--- src/rtl/insn_encode_writer_if.sv ---
// rtl/insn_encode_writer_if.sv - field-tuple input stream and instruction-memory write port bundle
// Purpose: groups the field-tuple handshake and the memory write port of insn_encode_writer.
// Ports (signals):
//   tuple side : in_valid, in_ready, fmt, opcode, funct3, funct7, rd, rs1, rs2, imm
//   memory side: mem_we, mem_addr, mem_wdata, mem_ready
//   status     : wr_count, err_fmt
// Modports: master = field source / memory environment, slave = the encoder-writer.
interface insn_encode_writer_if;
  logic        in_valid;
  logic        in_ready;
  logic [2:0]  fmt;
  logic [4:0]  opcode;
  logic [2:0]  funct3;
  logic [6:0]  funct7;
  logic [4:0]  rd;
  logic [4:0]  rs1;
  logic [4:0]  rs2;
  logic [31:0] imm;
  logic        mem_we;
  logic [31:0] mem_addr;
  logic [31:0] mem_wdata;
  logic        mem_ready;
  logic [15:0] wr_count;
  logic        err_fmt;

  modport master (
    output in_valid, fmt, opcode, funct3, funct7, rd, rs1, rs2, imm, mem_ready,
    input  in_ready, mem_we, mem_addr, mem_wdata, wr_count, err_fmt
  );

  modport slave (
    input  in_valid, fmt, opcode, funct3, funct7, rd, rs1, rs2, imm, mem_ready,
    output in_ready, mem_we, mem_addr, mem_wdata, wr_count, err_fmt
  );
endinterface

--- src/rtl/insn_encode_writer.sv ---
// rtl/insn_encode_writer.sv - RV32I field encoder with FIFO and sequential memory writer
// Purpose: assembles RV32I instruction words from field tuples, buffers them in a
// DEPTH-entry FIFO and writes them to consecutive word addresses from BASE_ADDR.
// Ports:
//   clk   - clock, rising edge
//   rst_n - asynchronous active-low reset
//   clr   - synchronous flush of FIFO, address and write counter
//   bus   - insn_encode_writer_if.slave (tuple input, memory write port, status)
module insn_encode_writer #(
  parameter int          DEPTH     = 4,
  parameter logic [31:0] BASE_ADDR = 32'h0000_0000
) (
  input  logic                 clk,
  input  logic                 rst_n,
  input  logic                 clr,
  insn_encode_writer_if.slave  bus
);
  localparam int AW = $clog2(DEPTH);
  localparam logic [AW:0] PTR_ONE = {{AW{1'b0}}, 1'b1};

  logic [31:0] fifo_mem [DEPTH];
  logic [AW:0] wr_ptr, rd_ptr;
  logic [31:0] addr_q;
  logic [15:0] count_q;
  logic        err_q;

  logic [31:0] word;
  logic        fmt_ok;
  logic        full, empty, accept, push, pop;

  // Word assembly; bits [6:0] are common to every format.
  always_comb begin
    word   = 32'h0;
    fmt_ok = 1'b1;
    case (bus.fmt)
      3'd0: word[31:7] = {bus.funct7, bus.rs2, bus.rs1, bus.funct3, bus.rd};
      3'd1: word[31:7] = {bus.imm[11:0], bus.rs1, bus.funct3, bus.rd};
      3'd2: word[31:7] = {bus.imm[11:5], bus.rs2, bus.rs1, bus.funct3, bus.imm[4:0]};
      3'd3: word[31:7] = {bus.imm[12], bus.imm[10:5], bus.rs2, bus.rs1, bus.funct3,
                          bus.imm[4:1], bus.imm[11]};
      3'd4: word[31:7] = {bus.imm[31:12], bus.rd};
      3'd5: word[31:7] = {bus.imm[20], bus.imm[10:1], bus.imm[11], bus.imm[19:12], bus.rd};
      default: fmt_ok = 1'b0;
    endcase
    word[6:0] = {bus.opcode, 2'b11};
  end

  // Extra wrap bit distinguishes full from empty when the index bits match.
  assign empty  = (wr_ptr == rd_ptr);
  assign full   = (wr_ptr[AW] != rd_ptr[AW]) && (wr_ptr[AW-1:0] == rd_ptr[AW-1:0]);
  assign bus.in_ready = !full && !clr;
  assign accept = bus.in_valid && !full && !clr;
  // Invalid formats are consumed but never stored.
  assign push   = accept && fmt_ok;
  assign pop    = !empty && bus.mem_ready && !clr;

  always_ff @(posedge clk) begin
    if (push) fifo_mem[wr_ptr[AW-1:0]] <= word;
  end

  always_ff @(posedge clk or negedge rst_n) begin
    if (!rst_n) begin
      wr_ptr  <= '0;
      rd_ptr  <= '0;
      addr_q  <= BASE_ADDR;
      count_q <= 16'h0;
      err_q   <= 1'b0;
    end else if (clr) begin
      wr_ptr  <= '0;
      rd_ptr  <= '0;
      addr_q  <= BASE_ADDR;
      count_q <= 16'h0;
      err_q   <= 1'b0;
    end else begin
      err_q <= accept && !fmt_ok;
      if (push) wr_ptr <= wr_ptr + PTR_ONE;
      if (pop) begin
        rd_ptr  <= rd_ptr + PTR_ONE;
        addr_q  <= addr_q + 32'd4;
        count_q <= count_q + 16'd1;
      end
    end
  end

  assign bus.mem_we    = !empty;
  // Head storage is not reset, so present zero whenever nothing is queued.
  assign bus.mem_wdata = empty ? 32'h0 : fifo_mem[rd_ptr[AW-1:0]];
  assign bus.mem_addr  = addr_q;
  assign bus.wr_count  = count_q;
  assign bus.err_fmt   = err_q;
endmodule

--- src/flat_wrapper.sv ---
// flat-port wrapper written by rule: the top's interface ports become plain ports
module insn_encode_writer_flat 
#(
  parameter int          DEPTH     = 4,
  parameter logic [31:0] BASE_ADDR = 32'h0000_0000
)
  (clk, rst_n, clr, bus_in_valid, bus_fmt, bus_opcode, bus_funct3, bus_funct7, bus_rd, bus_rs1, bus_rs2, bus_imm, bus_mem_ready, bus_in_ready, bus_mem_we, bus_mem_addr, bus_mem_wdata, bus_wr_count, bus_err_fmt);
  insn_encode_writer_if bus_i ();
  input  logic clk;
  input  logic rst_n;
  input  logic clr;
  input wire logic [$bits(bus_i.in_valid)-1:0] bus_in_valid;
  input wire logic [$bits(bus_i.fmt)-1:0] bus_fmt;
  input wire logic [$bits(bus_i.opcode)-1:0] bus_opcode;
  input wire logic [$bits(bus_i.funct3)-1:0] bus_funct3;
  input wire logic [$bits(bus_i.funct7)-1:0] bus_funct7;
  input wire logic [$bits(bus_i.rd)-1:0] bus_rd;
  input wire logic [$bits(bus_i.rs1)-1:0] bus_rs1;
  input wire logic [$bits(bus_i.rs2)-1:0] bus_rs2;
  input wire logic [$bits(bus_i.imm)-1:0] bus_imm;
  input wire logic [$bits(bus_i.mem_ready)-1:0] bus_mem_ready;
  output wire logic [$bits(bus_i.in_ready)-1:0] bus_in_ready;
  output wire logic [$bits(bus_i.mem_we)-1:0] bus_mem_we;
  output wire logic [$bits(bus_i.mem_addr)-1:0] bus_mem_addr;
  output wire logic [$bits(bus_i.mem_wdata)-1:0] bus_mem_wdata;
  output wire logic [$bits(bus_i.wr_count)-1:0] bus_wr_count;
  output wire logic [$bits(bus_i.err_fmt)-1:0] bus_err_fmt;
  assign bus_i.in_valid = bus_in_valid;
  assign bus_i.fmt = bus_fmt;
  assign bus_i.opcode = bus_opcode;
  assign bus_i.funct3 = bus_funct3;
  assign bus_i.funct7 = bus_funct7;
  assign bus_i.rd = bus_rd;
  assign bus_i.rs1 = bus_rs1;
  assign bus_i.rs2 = bus_rs2;
  assign bus_i.imm = bus_imm;
  assign bus_i.mem_ready = bus_mem_ready;
  assign bus_in_ready = bus_i.in_ready;
  assign bus_mem_we = bus_i.mem_we;
  assign bus_mem_addr = bus_i.mem_addr;
  assign bus_mem_wdata = bus_i.mem_wdata;
  assign bus_wr_count = bus_i.wr_count;
  assign bus_err_fmt = bus_i.err_fmt;
  insn_encode_writer #(.DEPTH(DEPTH), .BASE_ADDR(BASE_ADDR)) u_core (.clk(clk), .rst_n(rst_n), .clr(clr), .bus(bus_i));
endmodule
--- config.mk ---
export PLATFORM = sky130hd
export DESIGN_NAME = insn_encode_writer_flat
export DESIGN_NICKNAME = d
export VERILOG_FILES = /design/src/rtl/insn_encode_writer_if.sv /design/src/rtl/insn_encode_writer.sv /design/src/flat_wrapper.sv
export SDC_FILE = /design/constraint.sdc
export NUM_CORES = 1
export LEC_CHECK = 0
export CAP_MARGIN = 20
export CORE_ASPECT_RATIO = 1.25
export CORE_UTILIZATION = 53
export DETAILED_ROUTE_END_ITERATION = 8
export PLACE_DENSITY = 0.81
export SKIP_LAST_GASP = 1
export SYNTH_ARGS = -nofsm -noshare
export SYNTH_HDL_FRONTEND = slang
export SYNTH_SLANG_ARGS = --single-unit
--- constraint.sdc ---
create_clock -name clk -period 3.37 [get_ports clk]
set_clock_uncertainty 0.15 [all_clocks]
set_input_delay 0.674 -clock clk [delete_from_list [all_inputs] [get_ports clk]]
set_output_delay 0.674 -clock clk [all_outputs]
set_load 0.01 [all_outputs]
# Word-level counts from Yosys, hierarchy flattened
# Memory sizes are Yosys's and may differ from the RTL's.
# Cells that the tools add are included.
[word_totals] regBits=55 ram_bits=120 inputBits=70 n_memories=1
[op_classes] add_sub_neg=4 n_eq_ne=8 muxes=14 n_reduce_logical=16
[memory_table] name="u_core.fifo_mem" words=4 word_bits=30 read_ports=1 rd_clocked_by_memory_dff=0 write_ports=1 line_no="insn_encode_writer.sv:21" source="logic [31:0] fifo_mem [DEPTH];"
[ops] cell="25-bit one-hot mux with 6 select lines" n=1
[ops] cell="32-bit 2-to-1 mux" n=3
[ops] cell="32-bit by 3-bit adder with 32-bit output (second input constant)" n=1
[ops] cell="16-bit 2-to-1 mux" n=2
[ops] cell="16-bit by 1-bit adder with 16-bit output (second input constant)" n=1
[ops] cell="3-bit 2-to-1 mux" n=4
[ops] cell="1-bit logical AND" n=8
[ops] cell="3-bit by 1-bit adder with 3-bit output (second input constant)" n=2
[ops] cell="3-bit by 2-bit == test with 1-bit output (second input constant)" n=2
[ops] cell="3-bit == test (second input constant)" n=2
[ops] cell="6-bit OR reduction" n=1
[ops] cell="1-bit zero test" n=4
[ops] cell="1-bit 2-to-1 mux" n=4
[ops] cell="2-bit nonzero test" n=2
[ops] cell="3-bit by 1-bit == test with 1-bit output (second input constant)" n=1
[ops] cell="3-bit == test" n=1
[ops] cell="3-bit zero test" n=1
[ops] cell="2-bit == test" n=1
[ops] cell="1-bit inequality test" n=1

# Depth between registers and ports, before layout
[depth] word_depth=8 mapped_depth=8

# Least setup slack after synthesis
# OpenSTA, ideal clock, no wires.
[synth_timing] kind="flip-flop to output port" startpoint="reg u_core.rd_ptr[1]" endpoint="out bus_mem_wdata[0]" arrival_ps=1913 t_required_ps=2546 setup_slack_ps=633 stages_incl_launch_ff=8 path_buffers=4 path_cell_list="dfrtp_1 -> buf_2 -> xor2_2 -> nor3_1 -> clkbuf_1 -> clkbuf_1 -> inv_1 -> buf_4"
[synth_between] elab_chain_len=2
[synth_lines] element="start, declared" line_no="insn_encode_writer.sv:22" source="logic [AW:0] wr_ptr, rd_ptr;"
[synth_lines] element="start signal, assigned" line_no="insn_encode_writer.sv:78" source="rd_ptr <= rd_ptr + PTR_ONE;"
[synth_lines] element="3-bit == test" line_no="insn_encode_writer.sv:49" source="assign empty = (wr_ptr == rd_ptr);"
[synth_lines] element="32-bit 2-to-1 mux" line_no="insn_encode_writer.sv:87" source="assign bus.mem_wdata = empty ? 32'h0 : fifo_mem[rd_ptr[AW-1:0]];"
[synth_lines] element="end, declared" line_no="flat_wrapper.sv:25" source="output wire logic [$bits(bus_i.mem_wdata)-1:0] bus_mem_wdata;"
# No other way between the ends.

# Final worst setup path
[layout_timing] startpoint="reg u_core.rd_ptr[0]" endpoint="out bus_mem_wdata[5]"
[layout_between] elab_chain_len=2
[layout_lines] element="memory 4 x 30 bit or 3-bit == test (tied branches)"
[layout_lines] element="32-bit 2-to-1 mux *" line_no="insn_encode_writer.sv:87"
# Every way passes the cells marked *; elsewhere a longest branch is shown, timed or not.

==> results.cfg <==
[status]
status = complete, no violations

[layout]
nFillCells = 1002
final_nets = 852
utilization_pct = 70.3
antenna_cells = 0
multiInputGateArea_um2 = 3010
regArea_um2 = 4930
finish.instance_area_um2 = 10500
final_cells = 970
drive_gt1_share_pct = 14.0
area_growth_pct = 29.1

[worst_setup_path]
critPathSlowestCell = dfrtp_4
rr_endpoint = u_core.fifo_mem[3][29]
critPathMaxStageDelay_ps = 580
crit_type = flop to output pin
end_kind = output pin
r2r-start = u_core.rd_ptr[0]
r2r_slack_ps = 740
rr_worst_depth = 6
critical-path-top-delay-family = buffers and inverters
crit_top_cell = buf_12
cp_num_buf_inv = 3
worstSetupStartpointType = flop
critPathMaxFanout = 31
arrival_ps = 2420
path_cells = buf_12, xor2_2, nor3_4, buf_12, nor2b_1, clkdlybuf4s50_1
cp.required_ps = 2550

[logic_synthesis]
synth_ff_type = edfxtp_1
syn_area_um2 = 8170
synth_edf_count = 120
yosys_register_bits = 173
synth.distinct_cells = 53
synthCells = 619
ys_warn_count = 0
ys_seq_area_share_pct = 60.3
syn_area_per_cell_um2 = 13.2
async_flop_share_pct = 30.6

[placed_design]
dp_hpwl_um = 13200
placed_area_um2 = 9940
place.gp.congestion = 0.891
io_buffers = 150
dpl.cell_count = 937
dp_slack_ps = 391

[clock_network]
cts_buffers = 17
cts_tree = built
insertion_delay_ps = 420
clk_pin_slew_ps = 70
cts-htree-levels = 4
clock_tree.buffer_depth = 2
post_cts_buffers = 0
tritoncts_num_sinks = 173
ctsHoldBuffers = 0
root_buffer = clkbuf_16

[grt]
grt_pass1_vias = 6034
grt_overflow = 0
grt_pass1_wl_um = 30900
grt_start_max_net_pins = 37
grtUsageTotal_pct = 25.6
antenna_found_initial = 0

[sta]
layout_min_cycle_time_ps = 3250
post-route-period-util_pct = 96.3
hold_violations = 0
maxSlewHeadroom_pct = 50.4
tns_ps = 0
rsz0062_at_grt = no
setup_slack_ps = 124
slew_violations = 0
fmax_mhz = 308
setup_viol = 0
worst_pin_slew_ps = 740
hold_slack_ps = 88.9

[detailed_routing]
wl_um = 19200
dr.pass1.iters = 6
postRouteAntennaNets = 0
drt-initial-drc-count = 487
avgViaCountPerCell = 6.17
wl_per_cell_um = 19.8
vias = 5989
drc = 0

[floorplanning]
core_area_um2 = 15000
fp.dieH_um = 141
die_area_um2 = 15900
io_pins = 153
floorplan.rows = 50
initial_utilization_pct = 54.4
die_w_um = 113

[pwr]
peakVddDrop_mv = 0.342
power.leakage_nw = 3.70
pwr_density_cell_nw_per_um2 = 473
totalPowerFinal_mw = 4.99

[min_path]
hold_path_class = input pin to async pin

[run]
maxCapViolations = 0
==> repair_timing <==
item                       CTS  global route
setup endpoints to repair   33            33
resized for setup            2             5
hold endpoints to repair     0             0
==> cells by family after synthesis <==
logic type / share of synthesized area, %
AO/OA/AOI/OAI: 9.89
XOR/XNOR: 1.67
adder cells (fa/ha/maj): 1.07
buffers and inverters: 3.20
flip-flops: 60.3
multiplexers: 10.9
other: 0.0459
AND/OR/NAND/NOR: 13.0
==> cells in the mapped netlist, types with 10 or more instances <==
| master | instances | area share (%) |
|---|---|---|
| or3_1 | 13 | 0.99 |
| o31ai_1 | 13 | 1.2 |
| nand2_1 | 32 | 1.5 |
| dfrtp_1 | 53 | 16 |
| o21ai_0 | 34 | 2.1 |
| or4_1 | 17 | 1.6 |
| a21oi_1 | 41 | 2.5 |
| inv_1 | 16 | 0.73 |
| nand4_1 | 14 | 1.1 |
| and4_1 | 10 | 1.1 |
| mux2i_1 | 11 | 1.3 |
| nand3_1 | 15 | 0.92 |
| nor2_1 | 27 | 1.2 |
| nor2b_1 | 42 | 3.2 |
| clkbuf_1 | 21 | 0.96 |
| edfxtp_1 | 120 | 44 |
| buf_2 | 11 | 0.67 |
| mux4_2 | 30 | 8.3 |
==> how the worst max path moves through the flow <==
stage | start | cells past startpoint | end
6_report | u_core.rd_ptr[0] | 6 | bus_mem_wdata[5]
3_5_place_dp | u_core.rd_ptr[0] | 6 | bus_mem_wdata[1]
3_3_place_gp | u_core.rd_ptr[0] | 4 | bus_mem_wdata[19]
2_1_floorplan | u_core.rd_ptr[1] | 7 | bus_mem_wdata[0]
5_1_grt | u_core.rd_ptr[0] | 6 | bus_mem_wdata[3]
4_1_cts | u_core.rd_ptr[0] | 6 | bus_mem_wdata[1]
==> sequential cells by signal (all words and copies together), names as in the netlist <==
register	cells
u_core.fifo_mem	120
u_core.bus.mem_addr	30
u_core.rd_ptr	3
u_core.bus.err_fmt	1
u_core.bus.wr_count	16
u_core.wr_ptr	3
==> where the power goes <==
| group | total, mW | internal [mW] | switching [mW] |
|---|---|---|---|
| Clock | 1.90 | 1.04 | 0.852 |
| Combinational | 0.738 | 0.384 | 0.355 |
| Sequential | 2.36 | 2.33 | 0.0294 |
==> layout by cell type, fill, tap and decap left out, types with 3 or more instances in the layout <==
| cell type | instances |
|---|---|
| a21oi_1 | 41 |
| ha_1 | 7 |
| o21ai_0 | 34 |
| nor2b_1 | 42 |
| nand3_1 | 15 |
| a22o_1 | 7 |
| clkinv_4 | 4 |
| inv_1 | 16 |
| buf_4 | 25 |
| clkbuf_16 | 17 |
| nor2_1 | 27 |
| xnor2_1 | 5 |
| or3_1 | 13 |
| xor2_2 | 3 |
| buf_2 | 3 |
| nand4_1 | 14 |
| nand2_1 | 32 |
| mux2_2 | 7 |
| and3_1 | 7 |
| o21a_1 | 5 |
| xor2_1 | 5 |
| and4_1 | 10 |
| a22oi_1 | 5 |
| dfrtp_1 | 52 |
| mux4_2 | 30 |
| mux2i_1 | 11 |
| nor4_1 | 5 |
| inv_6 | 4 |
| or4_1 | 17 |
| o31ai_1 | 13 |
| clkdlybuf4s50_1 | 148 |
| edfxtp_1 | 120 |
==> routing by layer <==
layer | up-vias | part of all wire [%] | track usage, %
li1 | 2700 | - | -
met1 | 2957 | 38 | 30.3
met2 | 304 | 54 | 46.3
met3 | 28 | 6.4 | 5.16
met4 | 0 | 1.9 | 8.66
met5 | - | 0 | 0
==> area by class of cell <==
class,count,share of cell area [%]
Clock inverter,15,1.48
Tap cell,182,2.16
Multi-Input combinational cell,387,28.5
Inverter,17,0.605
Clock buffer,17,4.03
Sequential cell,173,46.8
Timing Repair Buffer,179,16.5
(Power assumes the default switching activity.)
==> RTL change (same flow settings) <==
`DEPTH` is set to 4 in 2 places; all go to 2.
--- a/src/rtl/insn_encode_writer.sv
+++ b/src/rtl/insn_encode_writer.sv
@@ -7,7 +7,7 @@
 //   clr   - synchronous flush of FIFO, address and write counter
 //   bus   - insn_encode_writer_if.slave (tuple input, memory write port, status)
 module insn_encode_writer #(
-  parameter int          DEPTH     = 4,
+  parameter int          DEPTH     = 2,
   parameter logic [31:0] BASE_ADDR = 32'h0000_0000
 ) (
   input  logic                 clk,
--- a/src/flat_wrapper.sv
+++ b/src/flat_wrapper.sv
@@ -1,7 +1,7 @@
 // flat-port wrapper written by rule: the top's interface ports become plain ports
 module insn_encode_writer_flat 
 #(
-  parameter int          DEPTH     = 4,
+  parameter int          DEPTH     = 2,
   parameter logic [31:0] BASE_ADDR = 32'h0000_0000
 )
   (clk, rst_n, clr, bus_in_valid, bus_fmt, bus_opcode, bus_funct3, bus_funct7, bus_rd, bus_rs1, bus_rs2, bus_imm, bus_mem_ready, bus_in_ready, bus_mem_we, bus_mem_addr, bus_mem_wdata, bus_wr_count, bus_err_fmt);
Check against the original RTL: not equivalent (a bounded check fails within 4 cycles, from zero or initial values and one cycle with rst_n low).
==> RTL change against the original RTL <==
Routed wire length shrank 35%; setup slack better by 150 ps; maximum frequency grew 4.9%; final area is 30% lower; sequential share of layout area shrank 4.9 points; non-clock buffer count fell by 15; synthesized area decreased by 34%; core utilization rose by 5.1 points; sequential cell count down 62; power down 34%; via count is 28% lower; largest cell class unchanged; largest power group unchanged.
==> RTL change: results (changes against the original RTL) <==
[final_layout]
n_fill_cell = 662  ; was 1002
seq_area_um2 = 3080  ; was 4930 um2
drive_above_1_share_pct = 5.96  ; was 14.0%
insertedDiodeCount = 0  ; unchanged
nNetsFinal = 721  ; was 852
largest_reg_flops = 60  ; was 120

[power_and_ir_drop]
p_leak_nw = 2.75  ; was 3.70 nW
pg_comb_mw = 0.735
power.clock.total_mw = 1.04  ; was 1.90 mW
ir_worst_vdd_mv = 0.242  ; was 0.342 mV
power.switching_mw = 0.839  ; was 1.24 mW
comb_power_share_pct = 22.4  ; was 14.8%

[placement]
placed_cells_incl_taps = 764  ; was 937
dpl.hpwl_um = 8940  ; was 13200 um
dpl-instance-area_um2 = 7060  ; was 9940 um2
place.gp.congestion = 0.853  ; was 0.891
dp_slack_ps = 603  ; was 391 ps

[synth]
synth_area_leaders = edfxtp_1 33%, dfrtp_1 24%, mux2i_1 7.0%, nor2_1 6.2%, xor2_1 3.7%  ; was edfxtp_1 44%, dfrtp_1 16%, mux4_2 8.3%, nor2b_1 3.2%, a21oi_1 2.5%
share_of_flip_flops_with_an_asynchronous_set_or_reset_pct = 45.9  ; was 30.6%
synth.yosys.seq_area_share_pct = 57.0  ; was 60.3%
yosys.area_share.xor_xnor_pct = 7.14  ; was 1.67%
synth-edff-count = 60  ; was 120
synth_compound_area_share_pct = 8.02  ; was 9.89%
synthAdderAreaFrac_pct = 0.464  ; was 1.07%
synth_common_cells = 89 x nor2_1, 60 x edfxtp_1, 51 x dfrtp_1, 38 x mux2i_1, 37 x nand2_1  ; was 120 x edfxtp_1, 53 x dfrtp_1, 42 x nor2b_1, 41 x a21oi_1, 34 x o21ai_0
post_synth.cell_area_avg_um2 = 10.8  ; was 13.2 um2
synthesis.yosys.warnings = 0  ; unchanged
synth.mux.area_fraction_pct = 7.46  ; was 10.9%
synth_cell_types = 43  ; was 53

[grt]
grt_start_max_net_pins = 58  ; was 37
global_route_wire_length_before_repair_um = 19900  ; was 30900 um
via_count_of_the_first_global_routing_pass = 4209  ; was 6034
grt_use_total_pct = 24.3  ; was 25.6%
global_route.usage.met2_pct = 42.8  ; was 46.3%
grt_util_met3_pct = 4.89  ; was 5.16%
global_routing_met1_resource_utilization_pct = 29.5  ; was 30.3%

[clock_network]
cts-buffers-inserted = 9  ; was 17
clock_path_buffers = 2  ; unchanged
ctsRootBufferMaster = clkbuf_16  ; unchanged
cts_htree_levels = 3  ; was 4
ctsResizeCount = 0  ; was 2
clock_latency_ps = 340  ; was 420 ps

[setup_path]
timing.critical_path.arrival_ps = 2270  ; was 2420 ps

[route]
routedWlPerCell_um = 16.0  ; was 19.8 um
vias = 4329  ; was 5989
initialDrtViolationCount = 233  ; was 487
detailedRoute.firstPassIterationCount = 5  ; was 6
drt_wl_total_um = 12500  ; was 19200 um

[run_status]
outcome = finished clean  ; unchanged

[timing]
worst_pin_slew_ps = 820  ; was 740 ps

## RTL change: worst paths after layout
check / slack, ps / depth (start not counted) / start / to
setup / recovery: 270 / 5 / u_core.wr_ptr[1] / bus_mem_wdata[23]
hold reg to reg: 390 / 1 / u_core.wr_ptr[1] / u_core.wr_ptr[1]
hold / removal: 260 / 1 / rst_n / u_core.bus.wr_count[10]
max in group asynchronous: 2070 / 2 / rst_n / u_core.bus.mem_addr[2]
setup reg to reg: 910 / 6 / u_core.rd_ptr[0] / u_core.fifo_mem[1][20]
min in group clk: 390 / 1 / u_core.wr_ptr[1] / u_core.wr_ptr[1]
## RTL change: per-layer routing
| layer | part of all wire [%] | up-vias |
|---|---|---|
| met2 | 52 | 181 |
| met1 | 40 | 2058 |
| met4 | 1.8 | 0 |
| li1 | - | 2073 |
| met3 | 6.2 | 17 |
| met5 | 0 | - |
## RTL change: worst max-delay path: stages (launching register included)
cell and delay (ps):
dfrtp_1 410, xor2_1 380, nor2_2 80, buf_4 250, nor2_1 230, clkdlybuf4s50_1 570
## RTL change: cells by family (layout without fill, tap and decap cells)
logic type,after synthesis,count (layout)
adder cells (fa/ha/maj),2,2
buffers and inverters,40,192
AND/OR/NAND/NOR,193,193
other,1,2
flip-flops,111,111
AO/OA/AOI/OAI,70,70
XOR/XNOR,44,44
multiplexers,40,40
## RTL change: layout make-up
cell class / count / area share [%]
clock buffer: 12 / 3.35
clock inverter: 4 / 0.596
inverter: 12 / 0.613
multi-input combinational: 351 / 29.5
sequential: 111 / 41.9
tap: 126 / 2.14
timing repair buffer: 164 / 21.9
